### src/rtl/real_window_avg_if.sv
// Sample stream in, window statistics out, for the real_window_avg stage.
// The producer side uses master; real_window_avg takes slave.
interface real_window_avg_if #(
  parameter int WIDTH = 25
);
  logic                    clear;
  logic                    in_valid;
  logic signed [WIDTH-1:0] in_data;
  logic                    out_valid;
  logic signed [WIDTH-1:0] out_avg;
  logic signed [WIDTH-1:0] out_min;
  logic signed [WIDTH-1:0] out_max;
  logic                    out_full;

  modport master (
    output clear, in_valid, in_data,
    input  out_valid, out_avg, out_min, out_max, out_full
  );

  modport slave (
    input  clear, in_valid, in_data,
    output out_valid, out_avg, out_min, out_max, out_full
  );
endinterface

### src/rtl/real_window_avg.sv
// Sliding-window average/min/max over the last DEPTH fixed-point samples.
// Window state updates on the accepting edge; the statistics are registered one edge later.
module real_window_avg #(
  parameter int WIDTH    = 25,
  parameter int EXPONENT = -16,
  parameter int DEPTH    = 4
) (
  input logic              clk,
  input logic              rst,
  real_window_avg_if.slave bus
);
  localparam int unsigned AW = $clog2(DEPTH);
  localparam int unsigned SW = WIDTH + AW;
  localparam logic [AW:0] FULL_CNT = (AW + 1)'(DEPTH);

  if (DEPTH < 2 || DEPTH > 16 || (DEPTH & (DEPTH - 1)) != 0) begin : g_bad_depth
    $error("real_window_avg: DEPTH must be a power of two in 2..16");
  end
  if (EXPONENT < -1024 || EXPONENT > 1024) begin : g_bad_exponent
    $error("real_window_avg: EXPONENT out of range");
  end

  typedef enum logic {FILL, RUN} state_t;

  state_t                  state, state_nx;
  logic signed [WIDTH-1:0] ring [DEPTH];
  logic [AW-1:0]           wr_ptr;
  logic [AW:0]             count, count_nx;
  logic signed [SW-1:0]    sum, sum_nx;
  logic                    pend, pend_nx;
  logic                    flush, accept;
  logic signed [WIDTH-1:0] evicted, avg_nx, win_min, win_max;

  assign flush  = rst | bus.clear;
  assign accept = bus.in_valid & ~flush;

  always_ff @(posedge clk) begin
    if (flush) state <= FILL;
    else       state <= state_nx;
  end

  always_comb begin
    state_nx = state;
    count_nx = (count == FULL_CNT) ? count : count + 1'b1;
    if (accept && count_nx == FULL_CNT) state_nx = RUN;
  end

  always_comb begin
    evicted = (state == RUN) ? ring[wr_ptr] : '0;
    sum_nx  = sum + {{AW{bus.in_data[WIDTH-1]}}, bus.in_data}
                  - {{AW{evicted[WIDTH-1]}}, evicted};
    pend_nx = accept && (count_nx == FULL_CNT);
    // pend marks a full-window update made on the previous edge; stats read the updated ring/sum
    avg_nx  = WIDTH'(sum >>> AW);
    win_min = ring[0];
    win_max = ring[0];
    for (int unsigned i = 1; i < DEPTH; i++) begin
      if (ring[i] < win_min) win_min = ring[i];
      if (ring[i] > win_max) win_max = ring[i];
    end
  end

  always_ff @(posedge clk) begin
    if (flush) begin
      ring          <= '{default: '0};
      wr_ptr        <= '0;
      count         <= '0;
      sum           <= '0;
      pend          <= 1'b0;
      bus.out_valid <= 1'b0;
      bus.out_full  <= 1'b0;
      bus.out_avg   <= '0;
      bus.out_min   <= '0;
      bus.out_max   <= '0;
    end else begin
      pend          <= pend_nx;
      bus.out_valid <= pend;
      bus.out_full  <= (state == RUN);
      if (accept) begin
        ring[wr_ptr] <= bus.in_data;
        wr_ptr       <= wr_ptr + 1'b1;
        count        <= count_nx;
        sum          <= sum_nx;
      end
      if (pend) begin
        bus.out_avg <= avg_nx;
        bus.out_min <= win_min;
        bus.out_max <= win_max;
      end
    end
  end
endmodule

### src/flat_wrapper.sv
// flat-port wrapper written by rule: the top's interface ports become plain ports
module real_window_avg_flat 
#(
  parameter int WIDTH    = 25,
  parameter int EXPONENT = -16,
  parameter int DEPTH    = 4
)
  (clk, rst, bus_clear, bus_in_valid, bus_in_data, bus_out_valid, bus_out_avg, bus_out_min, bus_out_max, bus_out_full);
  real_window_avg_if #(.WIDTH(WIDTH)) bus_i ();
  input logic clk;
  input logic rst;
  input wire logic [$bits(bus_i.clear)-1:0] bus_clear;
  input wire logic [$bits(bus_i.in_valid)-1:0] bus_in_valid;
  input wire logic [$bits(bus_i.in_data)-1:0] bus_in_data;
  output wire logic [$bits(bus_i.out_valid)-1:0] bus_out_valid;
  output wire logic [$bits(bus_i.out_avg)-1:0] bus_out_avg;
  output wire logic [$bits(bus_i.out_min)-1:0] bus_out_min;
  output wire logic [$bits(bus_i.out_max)-1:0] bus_out_max;
  output wire logic [$bits(bus_i.out_full)-1:0] bus_out_full;
  assign bus_i.clear = bus_clear;
  assign bus_i.in_valid = bus_in_valid;
  assign bus_i.in_data = bus_in_data;
  assign bus_out_valid = bus_i.out_valid;
  assign bus_out_avg = bus_i.out_avg;
  assign bus_out_min = bus_i.out_min;
  assign bus_out_max = bus_i.out_max;
  assign bus_out_full = bus_i.out_full;
  real_window_avg #(.WIDTH(WIDTH), .EXPONENT(EXPONENT), .DEPTH(DEPTH)) u_core (.clk(clk), .rst(rst), .bus(bus_i));
endmodule
### config.mk
export PLATFORM = sky130hd
export DESIGN_NAME = real_window_avg_flat
export DESIGN_NICKNAME = d
export VERILOG_FILES = /design/src/rtl/real_window_avg_if.sv /design/src/rtl/real_window_avg.sv /design/src/flat_wrapper.sv
export SDC_FILE = /design/constraint.sdc
export NUM_CORES = 1
export LEC_CHECK = 0
export CORE_MARGIN = 5
export CORE_UTILIZATION = 60
export CTS_CLUSTER_DIAMETER = 150
export DETAILED_ROUTE_END_ITERATION = 7
export PLACE_DENSITY = 0.86
export SLEW_MARGIN = 20
export SYNTH_ARGS = -nofsm -noshare
export SYNTH_HDL_FRONTEND = slang
export SYNTH_SLANG_ARGS = --single-unit
### constraint.sdc
create_clock -name clk -period 9.06 [get_ports clk]
set_input_delay 1.812 -clock clk [delete_from_list [all_inputs] [get_ports clk]]
set_output_delay 1.812 -clock clk [all_outputs]
set_load 0.03 [all_outputs]
==> metrics, run 1 <==
first-pass GRT wire length 73100 µm; worst r2r path cells 37; Clk Latency, worst-skew pair 0.54 ns; sequential share of the synthesized area 0.277; period utilisation layout 0.945; largest net degree at the start of global routing 78; reg2reg start u_core.ring[78]$_SDFFE_PP0P_; Final #Nets 2130; gr ovfl total 0; Hold WC Path Type flop to flop; Slowest-stage cell, CP a31o_1; Max IR drop VDD 117 µV; IO Count 106; Unique masters post-synth 71; die height 169 µm; initial antenna violation count 0; gr busiest metal met2; clock-pin slew on the worst setup and hold paths 0.06 ns; CP max FO 50; Hold Path Stages 2; share of cells above drive strength 1 0.0712; Critical Path Start Type flop; Design Power 0.00288 W; max-slew violation count 0; Via density 6.21; kind of critical path flop to flop; WP data arrival 8.93 ns; WL/cell 20.0 µm; setup TNS 0 ns; syn avg cell area 8.11 µm²; Via Count 14100; post-route minimum period 8.56 ns; cells after synthesis 1881; Placed Area 16400 µm²; CTS Buffer Depth 3; Async S/R FF share, synth 0; Inserted Diodes 0; Hold EP u_core.bus.out_avg[20]$_SDFFE_PP0P_; Final Hold Viols 0; Total Routing Usage GR 0.313; met2 Resource Use GR 0.474; Worst Max-Slew Pin Slew 0.939 ns; critical path required time 9.43 ns; clk_skew 0.0180 ns; worst reg2reg setup slack 0.50 ns; M1 GR Usage 0.458; WL final 45300 µm; Die Area 28700 µm²; CTS Hold Bufs 0; Final ANT Viol Nets 0; post-synth net total 2089; gpl congestion 1.01; pwr/cell area 167 nW/µm²; Mapped Area 15200 µm²; outcome complete, no violations; Primary FF master, synth dfxtp_1; HP Start u_core.bus.out_avg[20]$_SDFFE_PP0P_; #FFs+latches synth 211; Fmax 117 MHz; Die Wd 169 µm; vias in the first global route 13500; FP Rows 58; final setup violating endpoints 0; IO buf count 105; final instance area 17300 µm²; met3 Use GR 0.0699; RSZ-0062 raised after global routing no; reg-to-reg endpoint u_core.bus.out_min[0]$_SDFFE_PP0P_; CTS H-tree lvls 1; Starting DRT DRC Count 1807; Post-DP HPWL 32800 µm; most frequent CP cell a21oi_1; TritonCTS clock tree done; Worst Setup End Kind flop; Starting Density 0.607; Num CTS Buffers 24; Synth-to-Final Area Change 13.3%; clock sinks 211; Warnings, synthesis 0; Max Cap Viol 0; Rel. slew slack 0.374; EDFF count, synth 0; CTS root buffer clkbuf_16; Core Region 25100 µm²; Pleak 7.42 nW; DRC viols 0; drt pass-1 iters 6; max incr delay on CP 0.76 ns
## cells in the mapped netlist (all sizes together) (5+ instances only)
| cell type | n | area share |
|---|---|---|
| or2 | 6 | 0.0025 |
| a31oi | 32 | 0.013 |
| buf | 26 | 0.010 |
| o21ai | 153 | 0.050 |
| mux2 | 26 | 0.024 |
| ha | 153 | 0.13 |
| dfxtp | 211 | 0.28 |
| nand3 | 52 | 0.017 |
| nand4 | 18 | 0.0084 |
| xnor2 | 15 | 0.0086 |
| nor3 | 12 | 0.0050 |
| fa | 26 | 0.034 |
| inv | 190 | 0.047 |
| nor2 | 173 | 0.043 |
| o211ai | 8 | 0.0048 |
| or3 | 5 | 0.0024 |
| mux4 | 24 | 0.035 |
| a211o | 5 | 0.0029 |
| o31ai | 57 | 0.029 |
| a211oi | 10 | 0.0053 |
| and4 | 5 | 0.0029 |
| nand2b | 9 | 0.0037 |
| mux2i | 78 | 0.051 |
| o21a | 8 | 0.0039 |
| nor2b | 16 | 0.0066 |
| and3 | 7 | 0.0029 |
| clkbuf | 83 | 0.021 |
| a21oi | 168 | 0.055 |
| xor2 | 11 | 0.0063 |
| nand2 | 185 | 0.046 |
| and2 | 30 | 0.012 |
| a21o | 44 | 0.022 |
## sequential cells by signal, indices dropped and copies added (netlist names)
register and count:
u_core.bus.out_avg 25, u_core.bus.out_full 1, u_core.bus.out_max 25, u_core.bus.out_min 25, u_core.bus.out_valid 1, u_core.count 3, u_core.pend 1, u_core.ring 100
u_core.state 1, u_core.sum 27, u_core.wr_ptr 2
## kinds of logic (layout without fill, tap and decap cells)
kind of cell / count (synthesis) / in the layout / share of synthesized area
and+or+nand+nor: 522 / 522 / 0.154
AOI/OAI and AO/OA: 515 / 515 / 0.206
buffers and inverters: 300 / 358 / 0.0779
DFF: 211 / 211 / 0.277
adders and majority gates: 179 / 179 / 0.160
muxes: 128 / 128 / 0.111
xor gates and xnor gates: 26 / 26 / 0.0149
## layout by cell type, fill, tap and decap left out, drive strengths merged, types with 9 or more instances in the layout
cell type	count
a211oi	10
a21o	44
a21oi	168
a31oi	32
and2	30
buf	20
clkbuf	33
clkdlybuf4s50	104
dfxtp	211
fa	26
ha	153
inv	190
mux2	26
mux2i	78
mux4	24
nand2	185
nand2b	9
nand3	52
nand4	18
nor2	173
nor2b	16
nor3	12
o21ai	153
o31ai	57
xnor2	15
xor2	11
## per-stage QoR
stage                     hold WS [ns]  utilization  setup slack (ns)  std cells
after floorplan                  0.460            -              1.43       1881
after global placement           0.471        0.654             0.727       2226
after detailed placement         0.479        0.654             0.382       2226
after CTS                        0.496        0.688             0.403       2269
after global routing             0.527        0.688            0.0571       2269
final                            0.491        0.688             0.501       2269
## worst max-delay path, delay by kind of cell (launching register included)
family / cells / cell delay, ns
AO/OA/AOI/OAI: 17 / 3.38
adder cells (fa/ha/maj): 3 / 0.86
buffers and inverters: 4 / 1.17
flip-flops: 1 / 0.35
multiplexers: 1 / 0.30
AND/OR/NAND/NOR: 12 / 2.28
## timing repair
action,in CTS,in global routing
gates resized for setup,0,3
endpoints found under the setup margin,0,25
buffers inserted,0,0
## layer usage
metal  wire length [µm]  share of wire  vias to the layer above
li1                   -              -                     6635
met1              19900           0.44                     6611
met2              19200           0.42                      769
met3               5160           0.11                       84
met4               1030          0.023                        0
met5                  0              0                        -
## cell type report
cell class	instances	area (µm²)
clock buffer	33	706
clock inverter	10	134
fill	2017	7830
inverter	191	717
multi-input combinational	1370	9870
sequential	211	4230
tap	330	413
timing repair buffer	124	1210
## worst max-delay path by stage
stage	from	to	cells after the start
floorplan	u_core.ring[78]$_SDFFE_PP0P_	u_core.bus.out_max[12]$_SDFFE_PP0P_	41
finish	u_core.ring[78]$_SDFFE_PP0P_	u_core.bus.out_min[0]$_SDFFE_PP0P_	37
detailed placement	u_core.ring[78]$_SDFFE_PP0P_	u_core.bus.out_max[18]$_SDFFE_PP0P_	35
global placement	u_core.ring[78]$_SDFFE_PP0P_	u_core.bus.out_max[21]$_SDFFE_PP0P_	36
CTS	u_core.ring[78]$_SDFFE_PP0P_	u_core.bus.out_max[5]$_SDFFE_PP0P_	35
global route	u_core.ring[78]$_SDFFE_PP0P_	u_core.bus.out_max[2]$_SDFFE_PP0P_	35
## where the power goes
group          switching, W  internal [W]  total [W]
clock network      0.000410      0.000629    0.00104
logic              0.000557      0.000324   0.000880
registers         0.0000157      0.000946   0.000961
total              0.000982       0.00190    0.00288
Power figures use the tool's default switching activity.
==> inputs of run 2 (changes only) <==
Settings changed: CTS_CLUSTER_DIAMETER 150 to 200.
==> results of run 2 <==
Same layout as run 1: the final DEF is identical, and so are final timing and power.
